==> config.mk <==
export PLATFORM = sky130hd
export DESIGN_NAME = tick_gen_bank_flat
export DESIGN_NICKNAME = d
export VERILOG_FILES = /design/src/rtl/tick_gen_bank_pkg.sv /design/src/rtl/tick_gen_bank_if.sv /design/src/rtl/tick_gen_bank_seq_divider.sv /design/src/rtl/tick_gen_bank.sv /design/src/flat_wrapper.sv
export SDC_FILE = /design/constraint.sdc
export NUM_CORES = 1
export LEC_CHECK = 0
export BUFFER_PORTS_ARGS = -buffer_cell sky130_fd_sc_hd__buf_2
export CAP_MARGIN = 10
export CORE_ASPECT_RATIO = 0.6
export CORE_MARGIN = 8
export CORE_UTILIZATION = 65
export CTS_BUF_LIST = sky130_fd_sc_hd__clkbuf_16
export CTS_CLUSTER_SIZE = 14
export DETAILED_ROUTE_END_ITERATION = 6
export GPL_ROUTABILITY_DRIVEN = 0
export MAX_ROUTING_LAYER = met4
export PLACE_DENSITY = 0.88
export SETUP_SLACK_MARGIN = 0.4
export SLEW_MARGIN = 10
export SYNTH_ARGS = -nofsm -noshare
export SYNTH_HDL_FRONTEND = slang
export SYNTH_SLANG_ARGS = --single-unit
==> constraint.sdc <==
create_clock -name clk -period 6.4 [get_ports clk]
set_input_delay 0 -clock clk [delete_from_list [all_inputs] [get_ports clk]]
set_output_delay 0 -clock clk [all_outputs]
set_load 0.02 [all_outputs]
==> src/rtl/tick_gen_bank_pkg.sv <==
`default_nettype none
// ============================================================================
// Module   : tick_gen_bank_pkg
// Purpose  : Shared definitions for the tick generator bank: FSM state
//            encodings, default system clock rate and a channel-index width
//            helper.
// Revision : 1.0 - initial release
// ============================================================================
package tick_gen_bank_pkg;

    localparam int CLK_HZ_DEFAULT = 100_000_000;

    typedef logic [1:0] state_t;

    localparam logic [1:0] S_IDLE   = 2'd0;
    localparam logic [1:0] S_DIV    = 2'd1;
    localparam logic [1:0] S_COMMIT = 2'd2;

    // A single channel still needs a 1-bit index port.
    function automatic int ch_width(input int n);
        return (n <= 1) ? 1 : $clog2(n);
    endfunction

endpackage
`default_nettype wire

==> src/rtl/tick_gen_bank_if.sv <==
`default_nettype none
// ============================================================================
// Module   : tick_gen_bank_if
// Purpose  : Control/status bundle of the tick generator bank.
//            master : frequency write request, enables, phase clear
//            slave  : write ready, tick outputs (and sq_out when
//                     TICK_GEN_SQUARE_OUT_EN is defined)
// Revision : 1.0 - initial release
// ============================================================================
interface tick_gen_bank_if
    import tick_gen_bank_pkg::*;
#(
    parameter int NUM_CH = 4,
    parameter int FREQ_W = 26,
    parameter int CH_W   = ch_width(NUM_CH)
) ();

    logic              wr_valid;
    logic              wr_ready;
    logic [CH_W-1:0]   wr_ch;
    logic [FREQ_W-1:0] wr_freq;
    logic [NUM_CH-1:0] en;
    logic              phase_clr;
    logic [NUM_CH-1:0] tick;

`ifdef TICK_GEN_SQUARE_OUT_EN
    logic [NUM_CH-1:0] sq_out;

    modport master (output wr_valid, wr_ch, wr_freq, en, phase_clr,
                    input  wr_ready, tick, sq_out);
    modport slave  (input  wr_valid, wr_ch, wr_freq, en, phase_clr,
                    output wr_ready, tick, sq_out);
`else
    modport master (output wr_valid, wr_ch, wr_freq, en, phase_clr,
                    input  wr_ready, tick);
    modport slave  (input  wr_valid, wr_ch, wr_freq, en, phase_clr,
                    output wr_ready, tick);
`endif

endinterface
`default_nettype wire

==> src/rtl/tick_gen_bank_seq_divider.sv <==
`default_nettype none
// ============================================================================
// Module   : tick_gen_bank_seq_divider
// Purpose  : Restoring unsigned divider, one quotient bit per clock.
//            clk, rst  : clock, synchronous active-high reset
//            start     : load dividend and begin WIDTH iterations
//            dividend  : WIDTH-bit numerator (sampled on start)
//            divisor   : WIDTH+1-bit denominator (held stable while busy)
//            done      : high in the cycle whose closing edge writes the
//                        final quotient bit
//            quotient  : result, valid in the cycle after done
// Revision : 1.0 - initial release
// ============================================================================
module tick_gen_bank_seq_divider #(
    parameter int WIDTH = 27
) (
    input  wire logic             clk,
    input  wire logic             rst,
    input  wire logic             start,
    input  wire logic [WIDTH-1:0] dividend,
    input  wire logic [WIDTH:0]   divisor,
    output logic                  done,
    output logic [WIDTH-1:0]      quotient
);

    localparam int CNT_W = $clog2(WIDTH + 1);

    logic [WIDTH-1:0] r_rem;
    logic [WIDTH-1:0] r_quo;    // dividend bits shift out the top, quotient in at the bottom
    logic [CNT_W-1:0] r_cnt;
    logic [WIDTH:0]   w_trial;
    logic [WIDTH:0]   w_diff;
    logic             w_ge;

    assign w_trial = {r_rem, r_quo[WIDTH-1]};
    assign w_ge    = (w_trial >= divisor);
    assign w_diff  = w_trial - divisor;

    // The partial remainder never exceeds the dividend prefix, so it always
    // fits back into WIDTH bits.
    always_ff @(posedge clk) begin
        if (rst) begin
            r_rem <= '0;
            r_quo <= '0;
            r_cnt <= '0;
        end else if (start) begin
            r_rem <= '0;
            r_quo <= dividend;
            r_cnt <= CNT_W'(WIDTH);
        end else if (r_cnt != '0) begin
            r_rem <= WIDTH'(w_ge ? w_diff : w_trial);
            r_quo <= {r_quo[WIDTH-2:0], w_ge};
            r_cnt <= r_cnt - CNT_W'(1);
        end
    end

    assign done     = (r_cnt == CNT_W'(1));
    assign quotient = r_quo;

endmodule
`default_nettype wire

==> src/rtl/tick_gen_bank.sv <==
`default_nettype none
// ============================================================================
// Module   : tick_gen_bank
// Purpose  : NUM_CH independent one-cycle tick generators, each programmed
//            at runtime in Hz. A shared sequential divider turns CLK_HZ/freq
//            into a per-channel period.
//            clk, rst : system clock, synchronous active-high reset
//            bus      : slave side of tick_gen_bank_if (write handshake,
//                       enables, phase clear, tick outputs)
//            Optional : TICK_GEN_SQUARE_OUT_EN adds bus.sq_out, a per-channel
//                       square wave toggling on every tick.
// Revision : 1.0 - initial release
// ============================================================================
module tick_gen_bank
    import tick_gen_bank_pkg::*;
#(
    parameter int NUM_CH = 4,
    parameter int CLK_HZ = CLK_HZ_DEFAULT,
    parameter int FREQ_W = 26
) (
    input  wire logic      clk,
    input  wire logic      rst,
    tick_gen_bank_if.slave bus
);

    localparam int DIV_W = $clog2(CLK_HZ + 1);
    localparam int CH_W  = ch_width(NUM_CH);
    localparam int CMP_W = ((FREQ_W > DIV_W) ? FREQ_W : DIV_W) + 1;

    state_t            r_state;
    logic [CH_W-1:0]   r_ch;
    logic [FREQ_W-1:0] r_freq;
    logic              w_start;
    logic              w_div_done;
    logic [DIV_W-1:0]  w_quotient;
    logic [DIV_W:0]    w_dvsr;
    logic [DIV_W-1:0]  w_new_div;
    logic              w_ch_ok;
    logic              w_too_fast;
    logic              w_commit;

    logic [DIV_W-1:0]  r_div [NUM_CH];
    logic [DIV_W-1:0]  r_cnt [NUM_CH];
    logic [NUM_CH-1:0] r_tick;
    logic [NUM_CH-1:0] w_hit;
    logic [NUM_CH-1:0] w_off;
    logic [NUM_CH-1:0] w_wrap;

    // ---------------- write handshake / divider sequencing ----------------
    assign bus.wr_ready = (r_state == S_IDLE);
    assign w_start      = (r_state == S_IDLE) && bus.wr_valid;

    always_ff @(posedge clk) begin
        if (rst) begin
            r_state <= S_IDLE;
            r_ch    <= '0;
            r_freq  <= '0;
        end else begin
            case (r_state)
                S_IDLE: begin
                    if (bus.wr_valid) begin
                        r_ch    <= bus.wr_ch;
                        r_freq  <= bus.wr_freq;
                        r_state <= S_DIV;
                    end
                end
                S_DIV:    if (w_div_done) r_state <= S_COMMIT;
                S_COMMIT: r_state <= S_IDLE;
                default:  r_state <= S_IDLE;
            endcase
        end
    end

    // Frequencies above CLK_HZ are clamped below, so truncating them here
    // never affects a quotient that is actually used.
    assign w_dvsr = (DIV_W + 1)'(r_freq);

    tick_gen_bank_seq_divider #(.WIDTH(DIV_W)) u_div (
        .clk      (clk),
        .rst      (rst),
        .start    (w_start),
        .dividend (DIV_W'(CLK_HZ)),
        .divisor  (w_dvsr),
        .done     (w_div_done),
        .quotient (w_quotient)
    );

    assign w_ch_ok    = ({1'b0, r_ch} < (CH_W + 1)'(NUM_CH));
    assign w_too_fast = (CMP_W'(r_freq) > CMP_W'(CLK_HZ));
    assign w_new_div  = (r_freq == '0) ? '0 :
                        w_too_fast     ? DIV_W'(1) : w_quotient;
    assign w_commit   = (r_state == S_COMMIT) && w_ch_ok;

    // ---------------- per-channel counters ----------------
    always_comb begin
        w_hit  = '0;
        w_off  = '0;
        w_wrap = '0;
        for (int i = 0; i < NUM_CH; i++) begin
            w_hit[i]  = w_commit && (r_ch == CH_W'(i));
            w_off[i]  = !bus.en[i] || (r_div[i] == '0);
            // Commit and phase clear both override a wrap on this edge.
            w_wrap[i] = !w_hit[i] && !bus.phase_clr && !w_off[i] &&
                        (r_cnt[i] == r_div[i] - DIV_W'(1));
        end
    end

    always_ff @(posedge clk) begin
        if (rst) begin
            for (int i = 0; i < NUM_CH; i++) begin
                r_div[i] <= '0;
                r_cnt[i] <= '0;
            end
            r_tick <= '0;
        end else begin
            for (int i = 0; i < NUM_CH; i++) begin
                if (w_hit[i]) r_div[i] <= w_new_div;
                if (w_hit[i] || bus.phase_clr || w_off[i] || w_wrap[i])
                    r_cnt[i] <= '0;
                else
                    r_cnt[i] <= r_cnt[i] + DIV_W'(1);
            end
            r_tick <= w_wrap;
        end
    end

    assign bus.tick = r_tick;

`ifdef TICK_GEN_SQUARE_OUT_EN
    logic [NUM_CH-1:0] r_sq;

    always_ff @(posedge clk) begin
        if (rst) begin
            r_sq <= '0;
        end else begin
            for (int i = 0; i < NUM_CH; i++) begin
                if (bus.phase_clr || w_off[i]) r_sq[i] <= 1'b0;
                else if (w_wrap[i])            r_sq[i] <= ~r_sq[i];
            end
        end
    end

    assign bus.sq_out = r_sq;
`else
`endif

endmodule
`default_nettype wire

==> src/flat_wrapper.sv <==
// flat-port wrapper written by rule: the top's interface ports become plain ports
module tick_gen_bank_flat import tick_gen_bank_pkg::*;
#(
    parameter int NUM_CH = 4,
    parameter int CLK_HZ = CLK_HZ_DEFAULT,
    parameter int FREQ_W = 26
)
  (clk, rst, bus_wr_valid, bus_wr_ch, bus_wr_freq, bus_en, bus_phase_clr, bus_wr_ready, bus_tick);
  tick_gen_bank_if #(.NUM_CH(NUM_CH), .FREQ_W(FREQ_W), .CH_W((ch_width(NUM_CH)))) bus_i ();
  input  wire logic clk;
  input  wire logic rst;
  input wire logic [$bits(bus_i.wr_valid)-1:0] bus_wr_valid;
  input wire logic [$bits(bus_i.wr_ch)-1:0] bus_wr_ch;
  input wire logic [$bits(bus_i.wr_freq)-1:0] bus_wr_freq;
  input wire logic [$bits(bus_i.en)-1:0] bus_en;
  input wire logic [$bits(bus_i.phase_clr)-1:0] bus_phase_clr;
  output wire logic [$bits(bus_i.wr_ready)-1:0] bus_wr_ready;
  output wire logic [$bits(bus_i.tick)-1:0] bus_tick;
  assign bus_i.wr_valid = bus_wr_valid;
  assign bus_i.wr_ch = bus_wr_ch;
  assign bus_i.wr_freq = bus_wr_freq;
  assign bus_i.en = bus_en;
  assign bus_i.phase_clr = bus_phase_clr;
  assign bus_wr_ready = bus_i.wr_ready;
  assign bus_tick = bus_i.tick;
  tick_gen_bank #(.NUM_CH(NUM_CH), .CLK_HZ(CLK_HZ), .FREQ_W(FREQ_W)) u_core (.clk(clk), .rst(rst), .bus(bus_i));
endmodule
### Word-level counts from Yosys, hierarchy flattened

Memory sizes are Yosys's and may differ from the RTL's.
Index checks and enable logic that the tools add are counted.

* register bits after elaboration: 93
* bits in latches: 0
* bits in writable memories: 216
* memory bits (read-only): 0
* bits of input ports: 36
* word-level logic and storage cells: 163
* memories: 2

Memory list
* u_core.r_cnt: words 4, width 27, rd ports 4, clocked after Yosys merged registers in 0, write ports 4, line tick_gen_bank.sv:43 `logic [DIV_W-1:0] r_cnt [NUM_CH];`
* u_core.r_div: words 4, width 27, rd ports 4, clocked after Yosys merged registers in 0, write ports 4, line tick_gen_bank.sv:42 `logic [DIV_W-1:0] r_div [NUM_CH];`

* add/subtract/negate cells: 10
* multipliers: 0
* div/mod/pow operators: 0
* $lt $le $gt $ge: 1
* eq/ne operators: 12
* shift-type cells: 0
* multiplexer cells: 59
* bitwise logic cells: 12
* reduce and logical (&&, ||, !) cells: 58

Operators with widths (number)
* two-way mux 27 bit: 16
* adder 27 x 1 -> 27 bit (second input constant): 4
* == test 27 bit: 4
* logical NOT 27 bit: 4
* subtractor 27 x 1 -> 27 bit (second input constant): 4
* two-way mux 1 bit: 38
* >= comparator 28 x 26 -> 1 bit: 1
* subtractor 27 x 26 -> 27 bit: 1
* logical NOT 26 bit: 1
* logical AND 1 bit: 17
* logical OR 1 bit: 16
* logical NOT 1 bit: 13
* OR 1 bit: 12
* two-way mux 5 bit: 2
* == test 2 bit (second input constant): 3
* == test 5 x 1 -> 1 bit (second input constant): 1
* nonzero test 5 bit: 1
* subtractor 5 x 1 -> 5 bit (second input constant): 1
* == test 2 x 1 -> 1 bit (second input constant): 2
* logical NOT 2 bit: 2
* two-way mux 2 bit: 2
* inequality test 2 bit (second input constant): 2
* one-hot mux 2 bit (2 select lines): 1
* AND reduction 2 bit: 2
* other kinds (2): 2

### Depth between registers and ports, before layout

Gate-level depths: netlist (run 1).

* word-level depth: 12
* mapped depth: 13

### Modules after synthesis

From an unflattened synthesis (run 1), not the netlist that was laid out.

* cells, all modules: 2166
* area total of the unflattened synthesis: 18970.7 µm²

Modules (own cells, without submodules)
* tick_gen_bank: instances 1, cells each 1612, area an instance 15015.7 µm²
* tick_gen_bank_seq_divider: instances 1, cells each 554, area an instance 3955.0 µm²

### Worst setup path before layout (run 1)

Ideal clock, no wire load.

* kind: register to register
* from: mem u_core.r_div[0][9] (netlist bit)
* to: mem u_core.r_cnt[0][22] (netlist bit) (data pin)
* library setup time: 254 ps
* arrival: 3029 ps
* data required time: 6146 ps
* path slack: 3117 ps
* cell stages (with the launch flop): 12
* cell sequence: edfxtp_1 -> buf_6 -> or4_1 -> or4_1 -> buf_2 -> or3_1 -> a211o_1 -> nor4_1 -> nand4_1 -> nand2_2 -> buf_6 -> nor2_1

RTL lines (line)
* start, declared: tick_gen_bank.sv:42
* end, declared: tick_gen_bank.sv:43

==> results of run 1 <==
[cell type report]
class | count | area [um^2] | area share, %
multi-input combinational | 1707 | 9876 | 48.31
sequential | 309 | 8348 | 40.84
clock buffer | 30 | 750.7 | 3.672
timing repair buffer | 86 | 645.6 | 3.158
tap | 367 | 459.2 | 2.246
inverter | 60 | 225.2 | 1.102
clock inverter | 24 | 137.6 | 0.6733
[layout by cell type, fill, tap and decap left out, types with 11 or more instances in the layout]
| master | Yosys | final |
|---|---|---|
| ha_1 | 39 | 39 |
| nor2_1 | 329 | 328 |
| a31oi_1 | 30 | 30 |
| xnor2_1 | 139 | 139 |
| nand2_1 | 284 | 284 |
| a21oi_1 | 107 | 107 |
| a211oi_1 | 13 | 13 |
| nand3_1 | 72 | 72 |
| o21ai_0 | 51 | 51 |
| nand4_1 | 36 | 36 |
| edfxtp_1 | 216 | 216 |
| nor2b_1 | 13 | 13 |
| or3_1 | 18 | 18 |
| nand2b_1 | 18 | 16 |
| nor3_1 | 55 | 55 |
| dlygate4sd3_1 | 0 | 37 |
| a311oi_1 | 14 | 14 |
| or4_1 | 27 | 27 |
| o211ai_1 | 11 | 11 |
| nor4_1 | 38 | 38 |
| dfxtp_1 | 93 | 93 |
| inv_1 | 60 | 70 |
| conb_1 | 1 | 108 |
| and3_1 | 27 | 27 |
| buf_2 | 5 | 40 |
| xor2_1 | 113 | 113 |
| clkbuf_16 | 0 | 30 |
| mux2i_1 | 11 | 11 |
[stage by stage]
step	hold slack [ns]	cells	cell area, um^2	setup WS (ns)	power (mW)
after floorplan	0.1360	2168	18830	3.117	3.708
after global placement	0.2376	2491	19160	2.609	4.041
after detailed placement	0.2474	2491	19160	2.302	4.109
after CTS	0.03916	2582	20420	2.264	5.776
after global routing	0.09611	2583	20440	1.772	6.105
final	0.05082	2583	20440	2.151	5.847
[sequential cells by signal, summed over array words and instances (netlist names)]
register               flops
u_core.r_cnt             108
u_core.r_div             108
u_core.u_div.quotient     27
u_core.u_div.r_rem        27
u_core.r_freq             26
u_core.u_div.r_cnt         5
u_core.bus.tick            4
u_core.r_ch                2
u_core.r_state             2
[timing repair]
action	4_1_cts	5_1_grt
endpoints found under the setup margin	0	0
endpoints found under the hold margin	48	0
hold buffers	37	0
buffers inserted	0	0
[report_power, final]
| group | switching [mW] | leakage, nW | internal [mW] |
|---|---|---|---|
| Combinational | 1.09 | 3.92 | 0.651 |
| Clock | 0.773 | 0.478 | 0.889 |
| Sequential | 0.164 | 2.99 | 2.28 |
| Total | 2.03 | 7.39 | 3.82 |
[worst reg2reg max path: stages, from the launching register on]
cell and delay (ns):
edfxtp_1 0.49, nor4_1 0.77, nand4b_1 0.35, or4_1 0.59
a21boi_0 0.22, o21ai_0 0.13, a2111oi_0 0.44, or2_1 0.82
nor2_1 0.15
[kinds of logic after synthesis]
| kind of cell | count (synthesis) |
|---|---|
| DFF | 309 |
| adders and majority gates | 40 |
| AOI/OAI and AO/OA | 312 |
| other | 1 |
| buffers and inverters | 152 |
| and+or+nand+nor | 981 |
| muxes | 14 |
| xor gates and xnor gates | 252 |
[layer usage]
layer	vias to the layer above	routed length, um	track usage [%]
met5	-	0	-
met4	0	1247	7.306
met3	119	6142	6.947
met2	996	21020	42.27
met1	7604	20440	40.23
li1	7494	-	-
[how the worst min path moves through the flow]
stage | cells after the start | start | end
after floorplan | 2 | bus_wr_freq[6] | u_core.r_freq[6]$_SDFFE_PP0P_
after detailed placement | 3 | bus_wr_freq[5] | u_core.r_freq[5]$_SDFFE_PP0P_
after CTS | 6 | bus_phase_clr | u_core.bus.tick[2]$_SDFF_PP0_
final | 6 | bus_phase_clr | u_core.bus.tick[2]$_SDFF_PP0_
after global placement | 3 | bus_wr_freq[16] | u_core.r_freq[16]$_SDFFE_PP0P_
after global routing | 6 | bus_phase_clr | u_core.bus.tick[2]$_SDFF_PP0_
==> results.json, run 1 <==
{
  "r2r-end": "u_core.r_cnt[0][50]$_SDFFCE_PN0P_",
  "synth_top_family_by_area": "simple AND/OR/NAND/NOR gates",
  "ctsResizeCount": 0,
  "htree_levels": 1,
  "slew_headroom_pct": 20.41,
  "final_net_count": 2269,
  "cts_sinks": 309,
  "cpPeakStageDelay_ns": 0.81,
  "grt_pass1_vias": 15280,
  "wl_per_cell_um": 18.91,
  "cp_max_fo": 27,
  "initial_core_util_pct": 66.41,
  "cts-buffers-inserted": 29,
  "cts_tree": "yes",
  "path_depth": 8,
  "port_buffers": 40,
  "hold_viol_final": 0,
  "grt_max_degree": 50,
  "synthMuxAreaShare_pct": 0.8417,
  "synth_cell_type_count": 78,
  "crit_chain": "nor4_1 > nand4b_1 > or4_1 > a21boi_0 > o21ai_0 > a2111oi_0 > or2_1 > nor2_1",
  "cp-end-kind": "flip-flop",
  "rows": 47,
  "crit_end": "u_core.r_cnt[0][50]$_SDFFCE_PN0P_",
  "grt_overflow": 0,
  "clock_latency_ns": 0.58,
  "critical_path_buf_inv_count": 0,
  "first_pass_iters": 6,
  "crit_type": "flip-flop to flip-flop",
  "synth_xor_area_share_pct": 11.97,
  "cts-root-buf": "clkbuf_16",
  "yosysWarnings": 0,
  "yosys_most_used_dff": "edfxtp_1",
  "hpwl_mm": 34.19,
  "r2r_start": "u_core.r_div[1][4]$_SDFFCE_PN0P_",
  "tightest_slew_ns": 1.194,
  "p_per_area_mw_per_mm2": 286.0,
  "synth_most_common_cell": "nor2_1",
  "grt_pass1_wl_mm": 79.07,
  "worstSetupStartpoint": "u_core.r_div[1][4]$_SDFFCE_PN0P_",
  "max-vdd-ir-drop_mv": 0.3171,
  "die_area_mm2": 0.03418,
  "synth_edf_count": 216,
  "critPathArrivalTime_ns": 4.53,
  "final.min_clock_period_ns": 4.249,
  "ys_seq_area_share_pct": 45.29,
  "cts_max_path_buffers": 3,
  "antenna_found_initial": 0,
  "dieHeight_um": 146.4,
  "synth.area.top_cells": "edfxtp_1 35%, dfxtp_1 10%, nor2_1 6.7%, xnor2_1 6.6%, nand2_1 5.8%",
  "p_leak_nw": 7.388,
  "setup_viol": 0,
  "cp_slowest_cell": "or2_1",
  "rsz0062_at_grt": "no",
  "synth_fa_ha_area_share_pct": 2.756,
  "maxCapViolCount": 0,
  "worstHoldPathType": "input pin to flip-flop",
  "crit_required_ns": 6.68,
  "fin_crit_sh_pct": 66.39,
  "synth-seq-cells": 309,
  "status": "complete, no violations",
  "ios": 41,
  "drt_iter0_markers": 2329,
  "synth_common_cells": "329 x nor2_1, 284 x nand2_1, 216 x edfxtp_1, 139 x xnor2_1, 113 x xor2_1",
  "rrSetupSlack_ns": 2.15,
  "netlist_instances": 2061,
  "diodes": 0,
  "crit_family": "simple AND/OR/NAND/NOR gates",
  "fmax_ghz": 0.2353,
  "wl_mm": 48.86,
  "drcViolationCount": 0,
  "core_mm2": 0.02776,
  "syn_area_mm2": 0.01843,
  "final_core_util_pct": 73.65,
  "yosysTopAreaCell": "edfxtp_1",
  "via_count": 16210,
  "synth_top_area_share_pct": 35.19,
  "async_flop_share_pct": 0,
  "area_growth_pct": 10.90,
  "n_fill_cell": 1941,
  "drv_slew": 0,
  "r2r_cells": 8,
  "synth_compound_area_share_pct": 10.92,
  "syn_avg_cell_area_um2": 8.944,
  "tns_ns": 0,
  "skew_ns": 0.01711,
  "synthSimpleGateAreaFrac_pct": 24.84,
  "grtUsageTotal_pct": 28.96,
  "path_clk_slew_ns": 0.07,
  "ant_nets": 0,
  "cp-start-kind": "flip-flop",
  "drive_above_1_share_pct": 5.144,
  "vias_per_cell": 6.277,
  "die_w_um": 233.4
}
Note: power is estimated with default switching activity, not from simulation.
==> inputs of run 2 (changes only) <==
--- a/config.mk
+++ b/config.mk
@@ -5,17 +5,18 @@
 export SDC_FILE = /design/constraint.sdc
 export NUM_CORES = 1
 export LEC_CHECK = 0
+export ABC_AREA = 1
 export BUFFER_PORTS_ARGS = -buffer_cell sky130_fd_sc_hd__buf_2
 export CAP_MARGIN = 10
 export CORE_ASPECT_RATIO = 0.6
 export CORE_MARGIN = 8
-export CORE_UTILIZATION = 65
+export CORE_UTILIZATION = 64
 export CTS_BUF_LIST = sky130_fd_sc_hd__clkbuf_16
 export CTS_CLUSTER_SIZE = 14
 export DETAILED_ROUTE_END_ITERATION = 6
 export GPL_ROUTABILITY_DRIVEN = 0
 export MAX_ROUTING_LAYER = met4
-export PLACE_DENSITY = 0.88
+export PLACE_DENSITY = 0.87
 export SETUP_SLACK_MARGIN = 0.4
 export SLEW_MARGIN = 10
 export SYNTH_ARGS = -nofsm -noshare
==> constraint.sdc (replaced) <==
create_clock -name clk -period 4.4 [get_ports clk]
set_input_delay 0 -clock clk [delete_from_list [all_inputs] [get_ports clk]]
set_output_delay 0 -clock clk [all_outputs]
set_load 0.02 [all_outputs]
==> run 2 against run 1 <==
Effect of this change: flip-flop and latch count unchanged; first-iteration DRC count increased by 15%; register-to-register slack got worse by 0.99 ns; worst hold slack got worse by 0.0041 ns; die area increased by 12%; via count increased by 20%.
==> results.json, run 2 <==
{
  "cp-end-kind": "flip-flop",
  "worstHoldPathType": "input pin to flip-flop",
  "rows": 50,
  "drcViolationCount": 0,
  "syn_area_mm2": 0.02050,
  "r2r_start": "u_core.u_div.quotient[26]$_SDFFE_PP0P_",
  "final_cell_mix": "620 x nand2_1, 532 x nor2_1, 364 x inv_1",
  "grt_max_degree": 45,
  "hold_viol_final": 0,
  "r2r_cells": 14,
  "p_per_area_mw_per_mm2": 416.0,
  "async_flop_share_pct": 0,
  "fin_crit_sh_pct": 73.53,
  "hold-path-endpoint": "u_core.bus.tick[3]$_SDFF_PP0_",
  "holdWs_ns": 0.04670,
  "area_growth_pct": 11.12,
  "final_net_count": 3020,
  "routed.top_layer": "met4",
  "crit_type": "flip-flop to flip-flop",
  "drv_slew": 0,
  "critPathArrivalTime_ns": 3.72,
  "p_int_mw": 5.918,
  "crit_required_ns": 4.88,
  "wl_met1_mm": 23.64,
  "met2_length_mm": 23.70,
  "synth-seq-cells": 309,
  "sequentialPowerShare_pct": 37.9,
  "yosysWarnings": 0,
  "grt_overflow": 0,
  "status": "complete, no violations",
  "synth_top_area_share_pct": 31.64,
  "ios": 41,
  "htree_levels": 1,
  "layout_setup_ws_ns": 1.165,
  "die_w_um": 247.1,
  "yosysTopAreaCell": "edfxtp_1",
  "port_buffers": 40,
  "place_ws_ns": 1.418,
  "synth.area.top_cells": "edfxtp_1 32%, nand2_1 11%, nor2_1 9.8%, dfxtp_1 9.1%, inv_1 6.5%",
  "die_area_mm2": 0.03820,
  "fmax_ghz": 0.3091,
  "grtUsageTotal_pct": 29.59,
  "setup_viol": 0,
  "wl_mm": 56.00,
  "postCtsHoldBufs": 38,
  "ys_seq_area_share_pct": 40.72,
  "cts-buffers-inserted": 30,
  "final.min_clock_period_ns": 3.235,
  "diodes": 0,
  "max-vdd-ir-drop_mv": 0.4539,
  "antenna_found_initial": 0,
  "cpPeakStageDelay_ns": 0.42,
  "switchingPower_mw": 3.558,
  "grt_pass1_wl_mm": 90.58,
  "core_mm2": 0.03134,
  "initial_core_util_pct": 65.41,
  "wl_met3_mm": 7.022,
  "cts-root-buf": "clkbuf_16",
  "slew_headroom_pct": 19.03,
  "synth_most_common_cell": "nand2_1",
  "path_common_cell": "nand2_2",
  "netlist_instances": 2782,
  "vias_per_cell": 5.735,
  "grt_pass1_vias": 18020,
  "n_fill_cell": 2334,
  "cts_sinks": 309,
  "tns_ns": 0,
  "rsz0062_at_grt": "no",
  "first_pass_iters": 6,
  "drive_above_1_share_pct": 6.404,
  "synth_cell_type_count": 54,
  "swShare_pct": 37.55,
  "cp-start-kind": "flip-flop",
  "synth_edf_count": 216,
  "min_from": "bus_phase_clr",
  "pwr-share-clk_pct": 29.4,
  "path_clk_slew_ns": 0.07,
  "ctsResizeCount": 0,
  "wl_per_cell_um": 16.55,
  "via_count": 19400,
  "total_power_mw": 9.476,
  "rrSetupSlack_ns": 1.16,
  "crit_chain": "inv_1 > ha_1 > fa_1 > o21ai_1 > nand2_1 > nand3_1 > nand2_1 > nand2_2 > nand3_4 > nand2_2 > inv_2 > nand2_2 > nor2_1 > nor3_1",
  "hpwl_mm": 41.00,
  "cp_slowest_cell": "fa_1",
  "cts_max_path_buffers": 3,
  "ant_nets": 0,
  "p_leak_nw": 10.10,
  "combPwrFrac_pct": 32.7,
  "syn_avg_cell_area_um2": 7.369,
  "skew_ns": 0.01929,
  "r2r-end": "u_core.u_div.r_rem[10]$_SDFFE_PP0N_",
  "tightest_slew_ns": 1.212,
  "reg_top3": "u_core.r_cnt: 108 flops, u_core.r_div: 108 flops",
  "dieHeight_um": 154.6,
  "cp_max_fo": 21,
  "synth_common_cells": "621 x nand2_1, 533 x nor2_1, 357 x inv_1, 216 x edfxtp_1, 198 x nand3_1",
  "yosys_most_used_dff": "edfxtp_1",
  "final_common_cell": "nand2_1",
  "drt_iter0_markers": 2668,
  "maxCapViolCount": 0,
  "cts_tree": "yes",
  "postCtsSetupBuffers": 0,
  "clock_latency_ns": 0.59,
  "whs_path_depth": 6
}
==> run 2: cell count changes in the layout (fill, tap and decap cells not counted), sizes merged, moves of 45 or more <==
cell and change:
nor2 +261, nand4 +45, xnor2 -77, nand2 +354, nand3 +131, a21oi -50
o21ai +46, inv +293
==> run 2: final cells by class <==
cell class | count | area, um^2 | area share, %
repair buffers | 83 | 618.1 | 2.713
multi-input cells | 2159 | 10880 | 47.78
clock inverters | 21 | 203.9 | 0.8953
well taps | 416 | 520.5 | 2.285
clock buffers | 34 | 850.8 | 3.735
flip-flops and latches | 309 | 8348 | 36.65
inverters | 361 | 1355 | 5.949
==> run 2: power by group through the flow <==
stage                     logic, mW  clock network [mW]  registers [mW]
final                          3.10                2.79            3.59
after detailed placement       2.86                   0            3.64
after floorplan                2.24                   0            3.55
after global routing           3.38                2.91            3.62
after CTS                      2.94                2.80            3.58
after global placement         2.76                   0            3.62
==> run 2: how the worst max path moves through the flow <==
stage / startpoint / end
final: u_core.u_div.quotient[26]$_SDFFE_PP0P_ / u_core.u_div.r_rem[10]$_SDFFE_PP0N_
after global routing: u_core.u_div.quotient[26]$_SDFFE_PP0P_ / u_core.u_div.r_rem[10]$_SDFFE_PP0N_
after CTS: u_core.u_div.quotient[26]$_SDFFE_PP0P_ / u_core.u_div.r_rem[3]$_SDFFE_PP0N_
after detailed placement: u_core.u_div.quotient[26]$_SDFFE_PP0P_ / u_core.u_div.r_rem[3]$_SDFFE_PP0N_
after global placement: u_core.u_div.quotient[26]$_SDFFE_PP0P_ / u_core.u_div.r_rem[3]$_SDFFE_PP0N_
after floorplan: u_core.u_div.quotient[26]$_SDFFE_PP0P_ / u_core.u_div.r_rem[0]$_SDFFE_PP0N_
==> run 2: through the flow <==
stage / cells / util [%] / area (um^2)
floorplan: 2889 / - / 20900
CTS: 3383 / 72.68 / 22780
finish: 3383 / 72.68 / 22780
global placement: 3290 / 68.10 / 21340
detailed placement: 3290 / 68.10 / 21340
global route: 3383 / 72.68 / 22780
==> run 2: cell families after synthesis <==
group	Yosys count	synth area share (%)
simple gates	1611	34.43
buf+inv	421	8.173
flops	309	40.72
xor+xnor	202	8.771
compound gates	198	5.408
fa+ha+maj	40	2.478
other cells	1	0.01829
==> run 2: worst max-delay path: cells and delay by family, from the launching register on <==
| family | cells | cell delay, ns |
|---|---|---|
| AO/OA/AOI/OAI | 1 | 0.27 |
| adder cells (fa/ha/maj) | 2 | 0.65 |
| buffers and inverters | 2 | 0.30 |
| flip-flops | 1 | 0.35 |
| AND/OR/NAND/NOR | 9 | 1.56 |
==> run 2: layer usage <==
metal / GRT usage, % / vias to the layer above
li1: - / 9193
met1: 41.58 / 8844
met2: 43.10 / 1193
met3: 6.106 / 170
met4: 8.023 / 0
met5: - / -
